===== config.mk =====
export PLATFORM = sky130hd
export DESIGN_NAME = bcd_convert_ctrl
export DESIGN_NICKNAME = d
export VERILOG_FILES = /design/src/rtl/bcd_pkg.sv /design/src/rtl/bcd_dabble_step.sv /design/src/rtl/bcd_convert_ctrl.sv
export SDC_FILE = /design/constraint.sdc
export NUM_CORES = 1
export LEC_CHECK = 0
export ABC_AREA = 1
export CAP_MARGIN = 20
export CORE_MARGIN = 5
export CORE_UTILIZATION = 30
export CTS_CLUSTER_SIZE = 24
export DETAILED_ROUTE_END_ITERATION = 16
export DONT_BUFFER_PORTS = 1
export GPL_TIMING_DRIVEN = 0
export SYNTH_ARGS = -nofsm -noshare
export SYNTH_HDL_FRONTEND = slang
export SYNTH_HIERARCHICAL = 1
export SYNTH_SLANG_ARGS = --single-unit

===== constraint.sdc =====
create_clock -name clk -period 3.95 [get_ports clk]
set_input_delay 1.185 -clock clk [delete_from_list [all_inputs] [get_ports clk]]
set_output_delay 1.185 -clock clk [all_outputs]
set_load 0.02 [all_outputs]

===== src/rtl/bcd_pkg.sv =====
// Shared types and constants for the binary-to-BCD conversion engine.
package bcd_pkg;

  typedef enum logic [1:0] {
    StIdle  = 2'd0,
    StShift = 2'd1,
    StDone  = 2'd2
  } state_e;

  localparam int unsigned BIN_W_DEF  = 24;
  localparam int unsigned DIGITS_DEF = 7;
  localparam int unsigned LANE_W     = 16;

  // Largest value representable in the given number of decimal digits (10^digits - 1).
  function automatic logic [63:0] max_value(input int unsigned digits);
    logic [63:0] r;
    r = 64'd1;
    for (int unsigned i = 0; i < digits; i++) begin
      r = r * 64'd10;
    end
    return r - 64'd1;
  endfunction

  localparam logic [63:0] MAX_VAL = max_value(DIGITS_DEF);

  // Lane pattern presented on every lane when the input does not fit.
  localparam logic [LANE_W-1:0] NINES_LANE = 16'h0009;

endpackage


===== src/rtl/bcd_dabble_step.sv =====
// One double-dabble iteration: add 3 to every digit >= 5, then shift {digits, bin} left by one.
module bcd_dabble_step
  import bcd_pkg::*;
#(
  parameter int unsigned DIGITS = DIGITS_DEF,
  parameter int unsigned BIN_W  = BIN_W_DEF
) (
  input  logic [DIGITS*4+BIN_W-1:0] sr_in,
  output logic [DIGITS*4+BIN_W-1:0] sr_out
);

  localparam int unsigned SR_W = DIGITS * 4 + BIN_W;

  logic [SR_W-1:0] adj;

  // Correct each digit before the shift so it carries correctly into the next decade.
  always_comb begin
    adj = sr_in;
    for (int unsigned i = 0; i < DIGITS; i++) begin
      if (adj[BIN_W+4*i +: 4] >= 4'd5) begin
        adj[BIN_W+4*i +: 4] = adj[BIN_W+4*i +: 4] + 4'd3;
      end
    end
    sr_out = {adj[SR_W-2:0], 1'b0};
  end

endmodule


===== src/rtl/bcd_convert_ctrl.sv =====
// Two-requester binary-to-BCD converter: round-robin arbiter, bit-serial double dabble,
// valid/ready result port in the 16-bit-per-lane display-bus format.
module bcd_convert_ctrl
  import bcd_pkg::*;
#(
  parameter int unsigned BIN_W  = BIN_W_DEF,
  parameter int unsigned DIGITS = DIGITS_DEF
) (
  input  logic                       clk,
  input  logic                       rst_n,
  input  logic                       req0_valid,
  input  logic [BIN_W-1:0]           req0_bin,
  output logic                       req0_ready,
  input  logic                       req1_valid,
  input  logic [BIN_W-1:0]           req1_bin,
  output logic                       req1_ready,
  output logic                       out_valid,
  input  logic                       out_ready,
  output logic [DIGITS*LANE_W-1:0]   out_bcd,
  output logic                       out_src,
  output logic                       out_ovf
);

  localparam int unsigned DIG_W  = DIGITS * 4;
  localparam int unsigned SR_W   = DIG_W + BIN_W;
  localparam int unsigned CNT_W  = $clog2(BIN_W + 1);
  localparam logic [63:0] MaxVal = max_value(DIGITS);

  state_e                    state_q;
  logic [SR_W-1:0]           sr_q;
  logic [SR_W-1:0]           sr_step;
  logic [CNT_W-1:0]          count_q;
  logic                      last_q;
  logic                      src_q;
  logic                      ovf_q;
  logic                      out_valid_q;
  logic [DIGITS*LANE_W-1:0]  out_bcd_q;
  logic                      out_src_q;
  logic                      out_ovf_q;

  logic                      gnt_sel;
  logic                      accept;
  logic [BIN_W-1:0]          gnt_bin;
  logic                      gnt_ovf;
  logic [DIGITS*LANE_W-1:0]  res_bcd;

  // Round-robin select: on a tie the requester not granted last wins; grants only in idle.
  always_comb begin
    gnt_sel = 1'b0;
    if (req0_valid && req1_valid) begin
      gnt_sel = ~last_q;
    end else begin
      gnt_sel = ~req0_valid;
    end
    req0_ready = (state_q == StIdle) && req0_valid && !gnt_sel;
    req1_ready = (state_q == StIdle) && req1_valid && gnt_sel;
    accept     = req0_ready || req1_ready;
    gnt_bin    = gnt_sel ? req1_bin : req0_bin;
    gnt_ovf    = 64'(gnt_bin) > MaxVal;
  end

  bcd_dabble_step #(
    .DIGITS(DIGITS),
    .BIN_W (BIN_W)
  ) u_step (
    .sr_in (sr_q),
    .sr_out(sr_step)
  );

  // Result lanes built from the digits after the final shift, or all nines on overflow.
  always_comb begin
    res_bcd = '0;
    for (int unsigned i = 0; i < DIGITS; i++) begin
      if (ovf_q) begin
        res_bcd[i*LANE_W +: LANE_W] = NINES_LANE;
      end else begin
        res_bcd[i*LANE_W +: LANE_W] = LANE_W'(sr_step[BIN_W+4*i +: 4]);
      end
    end
  end

  // Control FSM, shift register, counter and registered result outputs.
  always_ff @(posedge clk or negedge rst_n) begin
    if (!rst_n) begin
      state_q     <= StIdle;
      sr_q        <= '0;
      count_q     <= '0;
      last_q      <= 1'b1;
      src_q       <= 1'b0;
      ovf_q       <= 1'b0;
      out_valid_q <= 1'b0;
      out_bcd_q   <= '0;
      out_src_q   <= 1'b0;
      out_ovf_q   <= 1'b0;
    end else begin
      unique case (state_q)
        StIdle: begin
          if (accept) begin
            // Digit field is cleared by the zero extension of the captured value.
            sr_q    <= SR_W'(gnt_bin);
            count_q <= CNT_W'(BIN_W);
            src_q   <= gnt_sel;
            ovf_q   <= gnt_ovf;
            last_q  <= gnt_sel;
            state_q <= StShift;
          end
        end
        StShift: begin
          sr_q    <= sr_step;
          count_q <= count_q - CNT_W'(1);
          if (count_q == CNT_W'(1)) begin
            state_q     <= StDone;
            out_valid_q <= 1'b1;
            out_bcd_q   <= res_bcd;
            out_src_q   <= src_q;
            out_ovf_q   <= ovf_q;
          end
        end
        StDone: begin
          if (out_ready) begin
            out_valid_q <= 1'b0;
            state_q     <= StIdle;
          end
        end
        default: begin
          state_q <= StIdle;
        end
      endcase
    end
  end

  assign out_valid = out_valid_q;
  assign out_bcd   = out_bcd_q;
  assign out_src   = out_src_q;
  assign out_ovf   = out_ovf_q;

endmodule

==> flow_summary.ini, run 1 <==
[die]
dieArea_um2 = 23000
die-width_um = 152
start_util = 0.307
core_area_um2 = 19600
rows = 51
io_pins = 170
die_h_um = 152

[clocking]
cts_resized = 0
clkTransAtPathRegs_ns = 0.07
clock_tree.buffer_depth = 2
clock_sinks = 93
postCtsSetupRepairBufs = 0
cts_hold_buffers = 0
cts_tree = built
clockRootBuffer = clkbuf_16
htree_levels = 3
clk-insertion-delay-late_ns = 0.35
cts_buffers = 9

[detailed_routing]
routed_via_density = 4.12
highest_layer = met4
antenna_left = 0
wl_met2_mm = 6.28
dr.pass1.iters = 4
vias = 4779
met1_length_mm = 6.05
drc = 0
drt_iter0_drc = 226
totalWireLength_mm = 13.5
routed-wl-met3_mm = 1.01
wl_per_cell_um = 11.6

[setup_path]
end_kind = output pin
slowest_delay_ns = 0.31
critPathTopFamily = buffers and inverters
cp_slowest_cell = a21boi_4
worstSetupPathType = primary input to output pin
critPathLaunchType = primary input
cp_cell_sequence = buf_4, a21boi_4, nand2_2, inv_2
cp.required_ns = 2.76
critPathBufInv = 2
worstPathMaxFanout = 9
crit_arrival_ns = 1.92

[logic_synthesis]
synth_area_um2 = 6020
synth_seq_cells = 93
avgSynthCellArea_um2 = 7.55
yosys.area.top_type = dfrtp_1
yosysUniqueCellTypes = 33
yosysMostFrequentCell = nand2_1
ys_seq_area_frac = 0.387
ys.flop_type = dfrtp_1
synth_warnings = 6
synth_top_area_frac = 0.382
synth_async_sr_flop_share = 1.00
synth_area_leaders = dfrtp_1 (38%), buf_4 (14%), nand2_1 (13%)
synth_commonest_cells = nand2_1 (201), buf_4 (113), dfrtp_1 (92)
synth_cells = 797
synth_edf_count = 0

[timing]
clock_skew_ns = 0.0103
period_needed_ns = 3.10
fin_tns_setup_ns = 0
fin_crit_sh = 0.786
whs_ns = 0.486
slew_violations = 0
max_freq_mhz = 322
setup_slack_ns = 0.846
hold_viol_final = 0
maxSlewHeadroom = 0.602
rsz0062_at_grt = false
setup_violations = 0
worst_slew_pin_slew_ns = 0.597

[status]
outcome = finished, final reports clean

[global_routing]
grt_pass1_vias = 4573
antenna_found_initial = 0
grt_first_pass_wirelength_mm = 21.8
track_usage = 0.118
grt_max_degree = 94
grt-ovfl-total = 0

[pwr]
irDropWorstVdd_uv = 247
power.density_nw_per_um2 = 746
p_leak_nw = 3.69

[cells_and_area]
finalNonFillerCells = 1161
nets = 960
fill_cells = 2103
diodes = 0
multi_input_area_um2 = 2710
syn_to_final_growth_pct = 15.4
drive_above_1_share = 0.208
seq_area_um2 = 2330
finalInstanceArea_um2 = 6950

[placed_design]
dp_slack_ns = 0.838
io_buffers = 0
dpl_cell_area_um2 = 6660
dpl.cell_count = 1145
place_congestion = 0.789
hpwlAfterDp_mm = 10.3

[run]
drv_cap = 0

[min_path]
hold_class = register to register
[power breakdown]
part           internal, mW  switching [mW]
Clock                 0.434           0.388
Sequential             1.42           0.520
Combinational         0.972            1.44
Total                  2.83            2.35
[area by class of cell]
type,instances,share of cell area
Multi-Input combinational cell,558,0.390
Sequential cell,93,0.335
Inverter,95,0.0513
Buffer,134,0.135
Clock inverter,7,0.00811
Tap cell,265,0.0477
Clock buffer,9,0.0324
[registers in the layout (all words and copies together), names as in the netlist]
register	cells
out_valid	1
sr_q	52
last_q	1
ovf_q	1
src_q	1
out_ovf	1
out_bcd	28
count_q	5
out_src	1
state_q	2
[metrics by stage]
step                       util  total power, mW
final                     0.355             5.18
after global routing      0.355             5.70
after CTS                 0.355             5.24
after detailed placement  0.340             4.39
after global placement    0.340             4.33
after floorplan               -             3.86
[worst min-delay path, stage by stage, from the launching register on]
cell     delay, ns
dfrtp_1       0.35
nand2_1       0.05
nand2_1       0.05
[layout by cell type, fill, tap and decap left out, drive strengths merged, types with 2 or more instances in the layout]
cell | netlist | routed
nand2 | 208 | 208
buf | 128 | 128
inv | 95 | 98
dfrtp | 92 | 92
conb | 2 | 85
nor2 | 73 | 73
o21ai | 69 | 69
nand3 | 31 | 31
a21oi | 26 | 26
a31oi | 24 | 24
ha | 16 | 16
clkbuf | 6 | 15
or2 | 9 | 9
o211ai | 7 | 7
nand3b | 4 | 4
clkinvlp | 0 | 3
nand4 | 2 | 2
[per-layer routing]
metal | track usage | up-vias
li1 | - | 2494
met1 | 0.155 | 2134
met2 | 0.190 | 142
met3 | 0.0342 | 9
met4 | 0.0305 | 0
met5 | 0 | -
[cells by family (layout without fill, tap and decap cells)]
family / count (synthesis) / after routing / share of synthesized area
simple gates: 327 / 327 / 0.238
buf+inv: 229 / 245 / 0.216
compound gates: 129 / 129 / 0.124
flops: 93 / 93 / 0.387
fa+ha+maj: 16 / 16 / 0.0332
other cells: 2 / 85 / 0.00125
xor+xnor: 1 / 1 / 0.00145
[final timing paths]
kind,from,to,slack (ns),depth (start not counted)
min,src_q$_DFFE_PN0P_,out_src$_DFFE_PN0P_,0.49,2
max reg2reg,state_q[1]$_DFFE_PN0P_,out_bcd[81]$_DFFE_PN0P_,1.95,8
max in group asynchronous,rst_n,last_q$_DFFE_PN1P_,3.14,0
min reg2reg,src_q$_DFFE_PN0P_,out_src$_DFFE_PN0P_,0.49,2
min in group asynchronous,rst_n,sr_q[3]$_DFFE_PN0P_,0.53,0
max,req0_valid,req0_ready,0.85,4
No activity file was read; power rests on OpenSTA's default activity.
==> run 2: changes to the inputs <==
--- a/config.mk
+++ b/config.mk
@@ -5,7 +5,7 @@
 export SDC_FILE = /design/constraint.sdc
 export NUM_CORES = 1
 export LEC_CHECK = 0
-export ABC_AREA = 1
+export ABC_AREA = 0
 export CAP_MARGIN = 20
 export CORE_MARGIN = 5
 export CORE_UTILIZATION = 30
==> constraint.sdc (replaced) <==
create_clock -name clk -period 2.65 [get_ports clk]
set_input_delay 0.795 -clock clk [delete_from_list [all_inputs] [get_ports clk]]
set_output_delay 0.795 -clock clk [all_outputs]
set_load 0.02 [all_outputs]
==> run 2 against run 1 <==
- routed wire length grew 8.2%
- critical path type unchanged
- first-iteration DRC count rose by 24%
- largest cell class unchanged
- setup slack lost 0.58 ns
- global-route usage increased by 1.4 points
- total power is 34% higher
- sequential share of layout area rose by 0.52 points
- critical endpoint is now req1_ready
==> flow_summary.ini, run 2 <==
[logic_synthesis]
synth_commonest_cells = nand2_1 (242), buf_4 (110), dfrtp_1 (92)
yosysMostFrequentCell = nand2_1
synth_area_leaders = dfrtp_1 (39%), nand2_1 (15%), buf_4 (14%)
yosys.area.top_type = dfrtp_1
ys_seq_area_frac = 0.394
synth_top_area_frac = 0.389
yosysUniqueCellTypes = 39
avgSynthCellArea_um2 = 7.96
synth_seq_cells = 93
ys.flop_type = dfrtp_1
synth_area_um2 = 5910
synth_edf_count = 0
synth_cells = 743
synth_async_sr_flop_share = 1.00
synth_warnings = 6

[placed_design]
io_buffers = 0
hpwlAfterDp_mm = 11.2
place_congestion = 0.849

[detailed_routing]
antenna_left = 0
totalWireLength_mm = 14.6
drc = 0
routed_via_density = 4.29
drt_iter0_drc = 280
dr.pass1.iters = 4
vias = 4741
wl_per_cell_um = 13.2

[setup_path]
rrSetupSlack_ns = 0.46
critPathTopFamily = buffers and inverters
cp.required_ns = 1.86
cp_slowest_cell = and3_2
critPathBufInv = 2
worstSetupPathType = primary input to output pin
cp_cell_sequence = inv_1, o21ai_1, buf_4, and3_2
critPathLaunchType = primary input
end_kind = output pin
worstPathMaxFanout = 19
slowest_delay_ns = 0.30
crit_arrival_ns = 1.59

[clocking]
clkTransAtPathRegs_ns = 0.07
htree_levels = 3
cts_buffers = 9
clock_sinks = 93
clk-insertion-delay-late_ns = 0.34
clockRootBuffer = clkbuf_16
postCtsSetupRepairBufs = 0
clock_tree.buffer_depth = 2
cts_hold_buffers = 0
cts_tree = built

[cells_and_area]
final_cell_mix = nand2_1 (242), buf_4 (110), dfrtp_1 (92), conb_1 (85), o21ai_0 (56)
drive_above_1_share = 0.174
top_register = sr_q
final_common_cell = nand2_1
largest_reg_flops = 52
fill_cells = 2037
diodes = 0
syn_to_final_growth_pct = 15.7
nets = 905

[die]
die_h_um = 150
core_area_um2 = 19500
die-width_um = 150
start_util = 0.304
rows = 51
io_pins = 170
dieArea_um2 = 22600

[timing]
slew_violations = 0
maxSlewHeadroom = 0.514
whs_ns = 0.141
rsz0062_at_grt = false
hold_viol_final = 0
fin_crit_sh = 0.899
setup_violations = 0
worst_slew_pin_slew_ns = 0.721
clock_skew_ns = 0.00779
max_freq_mhz = 420
period_needed_ns = 2.38

[global_routing]
grt-ovfl-total = 0
track_usage = 0.132
grt_first_pass_wirelength_mm = 24.0
antenna_found_initial = 0
grt_max_degree = 94
grt_pass1_vias = 4586

[status]
outcome = finished, final reports clean

[pwr]
p_total_mw = 6.95
power.density_nw_per_um2 = 1020
irDropWorstVdd_uv = 392
p_leak_nw = 3.52

[min_path]
hold_class = primary input to async pin

[run]
drv_cap = 0
## run 2: final cells by class
cell class	count	area (um2)	area share
clock inverter	6	46.3	0.00677
clock buffer	10	229	0.0335
sequential	93	2330	0.340
multi-input combinational	571	2870	0.419
buffer	143	968	0.142
tap	265	332	0.0485
inverter	18	67.6	0.00988
## run 2: cell families after synthesis
kind of cell,after synthesis,synth area share
and+or+nand+nor,337,0.238
buffers and inverters,162,0.176
AOI/OAI and AO/OA,113,0.125
DFF,93,0.394
adders and majority gates,16,0.0338
xor gates and xnor gates,10,0.0148
muxes,10,0.0171
other,2,0.00127
## run 2: metal layers
layer	track usage	share of wire	vias to the layer above
met5	0	0	-
met4	0.0316	0.0097	0
met3	0.0391	0.092	12
met2	0.196	0.43	170
met1	0.189	0.47	2119
li1	-	-	2440
## run 2: path summary, 6_finish.rpt
| kind | start | endpoint | cells after the start |
|---|---|---|---|
| setup / recovery | req1_valid | req1_ready | 4 |
| hold reg to reg | count_q[4]$_DFFE_PN0P_ | count_q[4]$_DFFE_PN0P_ | 2 |
| setup reg to reg | state_q[1]$_DFFE_PN0P_ | sr_q[45]$_DFFE_PN0P_ | 5 |
| hold / removal | rst_n | out_bcd[35]$_DFFE_PN0P_ | 0 |
| min in group clk | req0_valid | last_q$_DFFE_PN1P_ | 1 |
| max in group asynchronous | rst_n | last_q$_DFFE_PN1P_ | 0 |
## run 2: what timing repair did
item / CTS / global route
gates resized for setup: 2 / 1
endpoints found under the setup margin: 1 / 1
cloned: 0 / 0
## run 2: report_power, final
part | leakage (nW) | switching, mW | internal [mW]
logic | 2.22 | 1.67 | 1.24
registers | 1.17 | 0.756 | 2.06
clock network | 0.129 | 0.575 | 0.644
## run 2: through the flow
stage,TNS [ns],util,area (um2),worst slack (ns),instances
finish,0,0.351,6840,0.268,1106
global route,0,0.351,6840,0.132,1106
CTS,0,0.352,6840,0.00511,1107
detailed placement,-0.289,0.337,6560,-0.289,1091
global placement,-0.292,0.337,6560,-0.292,1091
floorplan,0,-,6230,0.0781,826
